### src/rtl/logic_op_pkg.sv
// Opcode encoding and the bitwise evaluation function shared by the logic pipe.
package logic_op_pkg;

  typedef enum logic [2:0] {
    OP_AND  = 3'd0,
    OP_OR   = 3'd1,
    OP_XOR  = 3'd2,
    OP_NOR  = 3'd3,
    OP_NAND = 3'd4,
    OP_XNOR = 3'd5,
    OP_ANDN = 3'd6,
    OP_PASS = 3'd7
  } logic_op_t;

  // Callers zero-extend operands to this width and truncate the result to their
  // own WIDTH; operand widths above this bound are not supported.
  localparam int unsigned LOGIC_MAX_W = 1024;

  function automatic logic [LOGIC_MAX_W-1:0] logic_eval(
    input logic_op_t              op,
    input logic [LOGIC_MAX_W-1:0] a,
    input logic [LOGIC_MAX_W-1:0] b
  );
    case (op)
      OP_AND:  logic_eval = a & b;
      OP_OR:   logic_eval = a | b;
      OP_XOR:  logic_eval = a ^ b;
      OP_NOR:  logic_eval = ~(a | b);
      OP_NAND: logic_eval = ~(a & b);
      OP_XNOR: logic_eval = ~(a ^ b);
      OP_ANDN: logic_eval = a & ~b;
      default: logic_eval = a;
    endcase
  endfunction

endpackage

### src/rtl/logic_stage.sv
// One pipeline register of the logic pipe: {valid, data, tag, zero} with load/clear.
module logic_stage #(
  parameter int unsigned WIDTH = 64,
  parameter int unsigned TAG_W = 6
) (
  input  logic             clk,
  input  logic             reset,
  input  logic             load,
  input  logic             clear,
  input  logic             d_valid,
  input  logic [WIDTH-1:0] d_data,
  input  logic [TAG_W-1:0] d_tag,
  input  logic             d_zero,
  output logic             valid,
  output logic [WIDTH-1:0] data,
  output logic [TAG_W-1:0] tag,
  output logic             zero
);

  always_ff @(posedge clk) begin
    if (reset || clear) begin
      valid <= 1'b0;
    end else if (load) begin
      valid <= d_valid;
    end
  end

  // Payload is only meaningful while valid, so it carries no reset.
  always_ff @(posedge clk) begin
    if (load && d_valid) begin
      data <= d_data;
      tag  <= d_tag;
      zero <= d_zero;
    end
  end

endmodule

### src/rtl/bitwise_logic_pipe.sv
// Pipelined bitwise logic unit: eight logic functions, STAGES registers with
// valid/ready flow control, tag sidecar, zero flag and flush.
module bitwise_logic_pipe
  import logic_op_pkg::*;
#(
  parameter int unsigned WIDTH  = 64,
  parameter int unsigned TAG_W  = 6,
  parameter int unsigned STAGES = 2
) (
  input  logic                          clk,
  input  logic                          reset,
  input  logic                          in_valid,
  output logic                          in_ready,
  input  logic_op_t                     in_op,
  input  logic [WIDTH-1:0]              in_a,
  input  logic [WIDTH-1:0]              in_b,
  input  logic [TAG_W-1:0]              in_tag,
  input  logic                          flush,
  output logic                          out_valid,
  input  logic                          out_ready,
  output logic [WIDTH-1:0]              out_data,
  output logic [TAG_W-1:0]              out_tag,
  output logic                          out_zero,
  output logic [$clog2(STAGES+1)-1:0]   occupancy
);

  localparam int unsigned OCC_W = $clog2(STAGES + 1);

  logic [STAGES-1:0] v;
  logic [STAGES-1:0] can_load;
  logic [STAGES-1:0] move;
  logic [WIDTH-1:0]  s_data [STAGES];
  logic [TAG_W-1:0]  s_tag  [STAGES];
  logic [STAGES-1:0] s_zero;

  logic [WIDTH-1:0]  res;
  logic              res_zero;

  always_comb begin
    res      = WIDTH'(logic_eval(in_op, LOGIC_MAX_W'(in_a), LOGIC_MAX_W'(in_b)));
    res_zero = (res == '0);
  end

  // Ready ripples from the output stage backwards so bubbles collapse.
  always_comb begin
    move               = '0;
    can_load           = '0;
    move[STAGES-1]     = v[STAGES-1] && out_ready;
    can_load[STAGES-1] = !v[STAGES-1] || move[STAGES-1];
    for (int unsigned k = 1; k < STAGES; k++) begin
      move[STAGES-1-k]     = v[STAGES-1-k] && can_load[STAGES-k];
      can_load[STAGES-1-k] = !v[STAGES-1-k] || move[STAGES-1-k];
    end
  end

  for (genvar i = 0; i < STAGES; i++) begin : g_stage
    logic             dv;
    logic [WIDTH-1:0] dd;
    logic [TAG_W-1:0] dt;
    logic             dz;

    if (i == 0) begin : g_head
      assign dv = in_valid;
      assign dd = res;
      assign dt = in_tag;
      assign dz = res_zero;
    end else begin : g_body
      assign dv = v[i-1];
      assign dd = s_data[i-1];
      assign dt = s_tag[i-1];
      assign dz = s_zero[i-1];
    end

    logic_stage #(
      .WIDTH (WIDTH),
      .TAG_W (TAG_W)
    ) u_stage (
      .clk     (clk),
      .reset   (reset),
      .load    (can_load[i]),
      .clear   (flush),
      .d_valid (dv),
      .d_data  (dd),
      .d_tag   (dt),
      .d_zero  (dz),
      .valid   (v[i]),
      .data    (s_data[i]),
      .tag     (s_tag[i]),
      .zero    (s_zero[i])
    );
  end

  always_comb begin
    in_ready  = can_load[0];
    out_valid = v[STAGES-1];
    out_data  = out_valid ? s_data[STAGES-1] : '0;
    out_tag   = out_valid ? s_tag[STAGES-1]  : '0;
    out_zero  = out_valid && s_zero[STAGES-1];
  end

  always_comb begin
    occupancy = '0;
    for (int unsigned k = 0; k < STAGES; k++) begin
      occupancy = occupancy + OCC_W'(v[k]);
    end
  end

endmodule
### config.mk
export PLATFORM = sky130hd
export DESIGN_NAME = bitwise_logic_pipe
export DESIGN_NICKNAME = d
export VERILOG_FILES = /design/src/rtl/logic_op_pkg.sv /design/src/rtl/logic_stage.sv /design/src/rtl/bitwise_logic_pipe.sv
export SDC_FILE = /design/constraint.sdc
export NUM_CORES = 1
export LEC_CHECK = 0
export BUFFER_PORTS_ARGS = -buffer_cell sky130_fd_sc_hd__buf_2
export CAP_MARGIN = 20
export CORE_MARGIN = 5
export CORE_UTILIZATION = 50
export DETAILED_ROUTE_END_ITERATION = 10
export HOLD_SLACK_MARGIN = 0.06
export PLACE_DENSITY = 0.78
export SETUP_SLACK_MARGIN = 0.3
export SYNTH_ARGS = -nofsm -noshare
export SYNTH_HDL_FRONTEND = slang
export SYNTH_SLANG_ARGS = --single-unit
### constraint.sdc
create_clock -name clk -period 4.5 [get_ports clk]
set_clock_uncertainty 0.2 [all_clocks]
set_input_delay 0.45 -clock clk [delete_from_list [all_inputs] [get_ports clk]]
set_output_delay 0.45 -clock clk [all_outputs]
set_load 0.01 [all_outputs]
### Word level (Yosys, flattened, before mapping)

Index checks and enable logic that the tools add are counted.

| storage, ports and cells | value |
|---|---|
| bits in registers | 144 |
| output and inout bits | 75 |

| cells by class | value |
|---|---|
| multiplexer cells | 3 |
| equality and inequality tests | 6 |
| bitwise operators | 8 |
| reduce and logical (&&, ||, !) cells | 11 |
| $add $sub $neg | 1 |

Operators by type and width:

| kind | count |
|---|---|
| $pmux 64 s7 | 1 |
| $not 64->64 | 4 |
| $and 64x64->64 | 2 |
| $logic_not 64->1 | 1 |
| $mux 64 | 1 |
| $or 64x64->64 | 1 |
| $xor 64x64->64 | 1 |
| $eq 3x3->1 const B | 3 |
| $eq 3x2->1 const B | 2 |
| $mux 6 | 1 |
| $logic_and 1x1->1 | 4 |
| $eq 3x1->1 const B | 1 |
| $logic_not 3->1 | 1 |
| $logic_or 1x1->1 | 3 |
| $add 1x1->2 | 1 |
| $logic_not 1->1 | 2 |

### Longest topological paths before layout

| depth | value |
|---|---|
| depth in word-level cells | 5 |
| depth in mapped cells | 13 |

### By module

From an unflattened synthesis, not the netlist that was laid out.

| second synthesis, totals | value |
|---|---|
| cell total of the unflattened synthesis | 1151 |
| area total of the unflattened synthesis | 12303.0 um^2 |

By module, submodules not included:

| module | cells each | area an instance (um^2) | instances | sequential area each (um^2) |
|---|---|---|---|---|
| bitwise_logic_pipe | 1001 | 7943.9 | 1 | 0.0 |
| logic_stage | 75 | 2179.6 | 2 | 2152.1 |

### Worst setup path after synthesis

OpenSTA, ideal clock, no wires.

| timing | value |
|---|---|
| path kind | register to register |
| start point | register g_stage[1].u_stage.valid |
| end point | register g_stage[1].u_stage.data[0] (enable) |
| data required time | 3791 ps |
| cell stages (with the launch flop) | 4 |
| data arrival time | 3853 ps |
| buffers on the path | 1 |
| library setup time | 509 ps |
| path slack | -63 ps |
| path through | dfxtp_1 clkbuf_1 nor2b_1 nor2b_1 |

| on the way | value |
|---|---|
| cells in the longest elaborated chain, start to end | 3 |
| elaborated cells between the ends (all ways) | 4 |

Ends and longest elaborated chain:

| what | RTL line | RTL |
|---|---|---|
| from (decl) | logic_stage.sv:14 | `output logic valid,` |
| from (signal assigned) | logic_stage.sv:24 | `valid <= d_valid;` |
| $logic_not 1->1 or $logic_and 1x1->1 (tied branches) | bitwise_logic_pipe.sv:49, bitwise_logic_pipe.sv:48 |  |
| $logic_or 1x1->1 * | bitwise_logic_pipe.sv:49 | `can_load[STAGES-1] = !v[STAGES-1] \|\| move[STAGES-1];` |
| $logic_and 1x1->1 * | -- |  |
| named net move[0] | bitwise_logic_pipe.sv:31 | `logic [STAGES-1:0] move;` |
| to (signal assigned) | logic_stage.sv:31 | `data <= d_data;` |
| to (decl) | logic_stage.sv:15 | `output logic [WIDTH-1:0] data,` |

Mark *: on every way through the listed nets, which the timed path passes. The rest lies on a longest branch.
A chain may end at the register's enable or synchronous reset.

### Final worst setup path

| timing | value |
|---|---|
| start point | input in_op[1] |
| end point | register g_stage[0].u_stage.zero (data pin) |

| on the way | value |
|---|---|
| cells in the longest elaborated chain, start to end | 3 |
| elaborated cells between the ends (all ways) | 9 |

Ends and longest elaborated chain:

| what | RTL line | RTL |
|---|---|---|
| from (decl) | bitwise_logic_pipe.sv:14 | `input logic_op_t in_op,` |
| $eq 3x3->1 (tied with other cells) | logic_op_pkg.sv:24 | `case (op)` |
| $pmux 64 s7 * | logic_op_pkg.sv:24 |  |
| named net g_stage[0].dd[2] | bitwise_logic_pipe.sv:58 | `logic [WIDTH-1:0] dd;` |
| $logic_not 64->1 * | bitwise_logic_pipe.sv:41 | `res_zero = (res == '0);` |
| named net g_stage[0].dz | bitwise_logic_pipe.sv:60 | `logic dz;` |
| to (signal assigned) | logic_stage.sv:33 | `zero <= d_zero;` |
| to (decl) | logic_stage.sv:17 | `output logic zero` |

Marked as above.

==> flow_summary_export.csv <==
group,metric,value,unit
status,status,"finished, final reports clean",
cts,clk_pin_slew,0.06,ns
critical_path,endpoint_kind,"flop",
drt,vias,10000,
logic_synthesis,synth_most_common_cell,"ha_1",
drt,avgViaCountPerCell,5.68,
placed_design,dpl.hpwl,23.9,mm
die,dieArea,0.0274,sq mm
logic_synthesis,synth_top_area_frac,0.353,
cts,cts_tree,"built",
logic_synthesis,synth-edff-count,142,
global_routing,grt_use_met3,0.0377,
die,rows,56,
global_routing,grt_pass1_wl,49.5,mm
die,die_h,165,um
critical_path,start_kind,"input pin",
logic_synthesis,yosys_warnings,0,
global_routing,met2_usage,0.359,
drt,drc,0,
critical_path,reg2reg_depth,3,
die,fp.dieW,165,um
sta,slew_viol_final,0,
finish,final_util,0.592,
finish,drive_gt1_frac,0.210,
critical_path,worst_ep_arrival_time,3.40,ns
global_routing,grtUsageMet1,0.325,
sta,relSlewSlack,0.284,
logic_synthesis,synth.ff_latch_count,144,
power,ir_drop,0.288,mV
logic_synthesis,yosys.area.top_type,"edfxtp_1",
die,ios,217,
finish,layout.nets,1761,
logic_synthesis,synth_commonest_cells,"193 x ha_1, 142 x edfxtp_1, 130 x inv_1",
cts,postCtsHoldBufs,9,
critical_path,worstPathRequired,4.55,ns
sta,fin_ws,1.14,ns
min_path,hp-class,"input pin to flop",
logic_synthesis,synth-main-ff-cell,"edfxtp_1",
placed_design,io_buffer_count,216,
sta,finalHoldWorstSlack,0.148,ns
min_path,min_from,"in_valid",
cts,htreeDepth,4,
cts,cts-root-buf,"clkbuf_16",
global_routing,grt_max_degree,74,
sta,setup_tns,0,ns
power,p_per_area,262,mW/mm^2
global_routing,grt-busiest-layer,"met2",
logic_synthesis,synth_fp_nets,1577,
logic_synthesis,async_reset_ff_frac,0,
die,coreArea,0.0236,sq mm
finish,nFillCells,2018,
sta,setup_viol,0,
logic_synthesis,synth_area_leaders,"edfxtp_1 35%, ha_1 20%, and2_1 4.0%",
drt,wirelength,32.0,mm
logic_synthesis,ys_types,66,
critical_path,crit_type,"input pin to flop",
die,start_util,0.511,
placed_design,place_ws,0.694,ns
sta,finalHoldViolCount,0,
global_routing,antenna_found_initial,7,
placed_design,gp_routability_congestion,0.916,
cts,cts_buffer_depth,2,
global_routing,grt_pass1_vias,9517,
cts,insertion_delay,0.42,ns
run,cap_violations,0,
drt,routedWlPerCell,18.1,um
sta,rsz0062_at_grt,"false",
critical_path,r2r_start,"g_stage[1].u_stage.valid",
drt,first_pass_iters,5,
logic_synthesis,synth-seq-area-share,0.356,
sta,timing.final.crit_share,0.746,
sta,fmax,298,MHz
global_routing,overflow,0,
cts,clock_sinks,144,
drt,ant_nets,0,
drt,drtIter0Drc,986,
cts,cts_buffers,17,
logic_synthesis,synthCells,1242,
finish,area_delta_synth_final,15.8,%
sta,worstMarginPinSlew,1.07,ns
logic_synthesis,netlist_area,0.0121,sq mm
cts,post_cts_buffers,0,
critical_path,startpoint,"in_op[1]",
sta,finalCriticalPeriod,3.36,ns
global_routing,track_usage,0.230,
power,p_leak,6.49,nW
logic_synthesis,syn_avg_cell_area,9.72,sq um
critical_path,worstPathMaxFanout,32,
power,power,0.00367,W
min_path,min_path_cells,3,
cts,cts_resized,0,
-- per-stage QoR --
step           cells  cell area [sq um]
3_3_place_gp    1716              13300
5_1_grt         1763              14000
4_1_cts         1757              14000
2_1_floorplan   1242              12100
6_report        1764              14000
3_5_place_dp    1716              13300
-- metal layers --
| metal | part of all wire | wire [um] |
|---|---|---|
| met1 | 0.44 | 14000 |
| met2 | 0.45 | 14600 |
| met3 | 0.082 | 2620 |
| met4 | 0.024 | 772 |
| met5 | 0.00062 | 20 |
-- cells by family after synthesis --
family,count (synthesis),share of synthesized area
flops,144,0.356
mux,39,0.0393
compound gates,295,0.167
buf+inv,212,0.0730
simple gates,345,0.154
xor+xnor,14,0.0102
fa+ha+maj,193,0.200
-- cells in the final DEF, fill, tap and decap left out, drive strengths merged, types with 9 or more instances in the layout --
cell type    synthesis  routed
nor3                 9       9
dlygate4sd3          0       9
ha                 193     193
o221ai              13      13
clkbuf              28      18
nor4                16      16
nor2                68      68
nand2               57      57
a221o               10      10
edfxtp             142     142
buf                 53     237
clkinv               0      10
a21oi               82      82
o211ai              21      21
and2                79      79
a22o                17      17
o21ai               46      46
mux2i               20      20
mux2                14      14
a22oi               11      11
a32oi               22      22
nor2b               36      36
inv                131     133
xor2                10      10
nand2b              47      47
and3                10      10
a31oi               12      12
-- final timing paths --
kind	to	slack (ns)
hold / removal	g_stage[0].u_stage.valid	0.15
hold reg to reg	g_stage[1].u_stage.data[18]	0.21
setup reg to reg	g_stage[0].u_stage.data[31]	2.48
setup / recovery	g_stage[0].u_stage.zero	1.14
-- power breakdown --
part / leakage, nW / switching (W) / internal (W)
sequential: 1.37 / 0.0000308 / 0.00159
clock: 0.255 / 0.000551 / 0.000699
combinational: 4.87 / 0.000474 / 0.000321
-- area by class of cell --
| class | count | area (sq um) | area share |
|---|---|---|---|
| Antenna cell | 6 | 15.0 | 0.00107 |
| Tap cell | 319 | 399 | 0.0286 |
| Clock buffer | 18 | 429 | 0.0307 |
| Clock inverter | 14 | 91.3 | 0.00653 |
| Sequential cell | 144 | 4310 | 0.308 |
| Timing Repair Buffer | 246 | 1350 | 0.0963 |
| Inverter | 131 | 492 | 0.0352 |
| Multi-Input combinational cell | 886 | 6900 | 0.494 |
-- flip-flops by register name (all words and copies together) (netlist names) --
register and cells:
g_stage.u_stage.zero 2, g_stage.u_stage.data 128, g_stage.u_stage.tag 12, g_stage.u_stage.valid 2
-- critical path, cell delays in order --
cell     delay (ns)
buf_4          0.33
nor2b_1        0.90
and3_1         0.28
nor4_1         0.06
nor4_1         0.32
nand4_1        0.19
or4_1          0.57
nor4_2         0.28
Note: power is estimated with default switching activity, not from simulation.
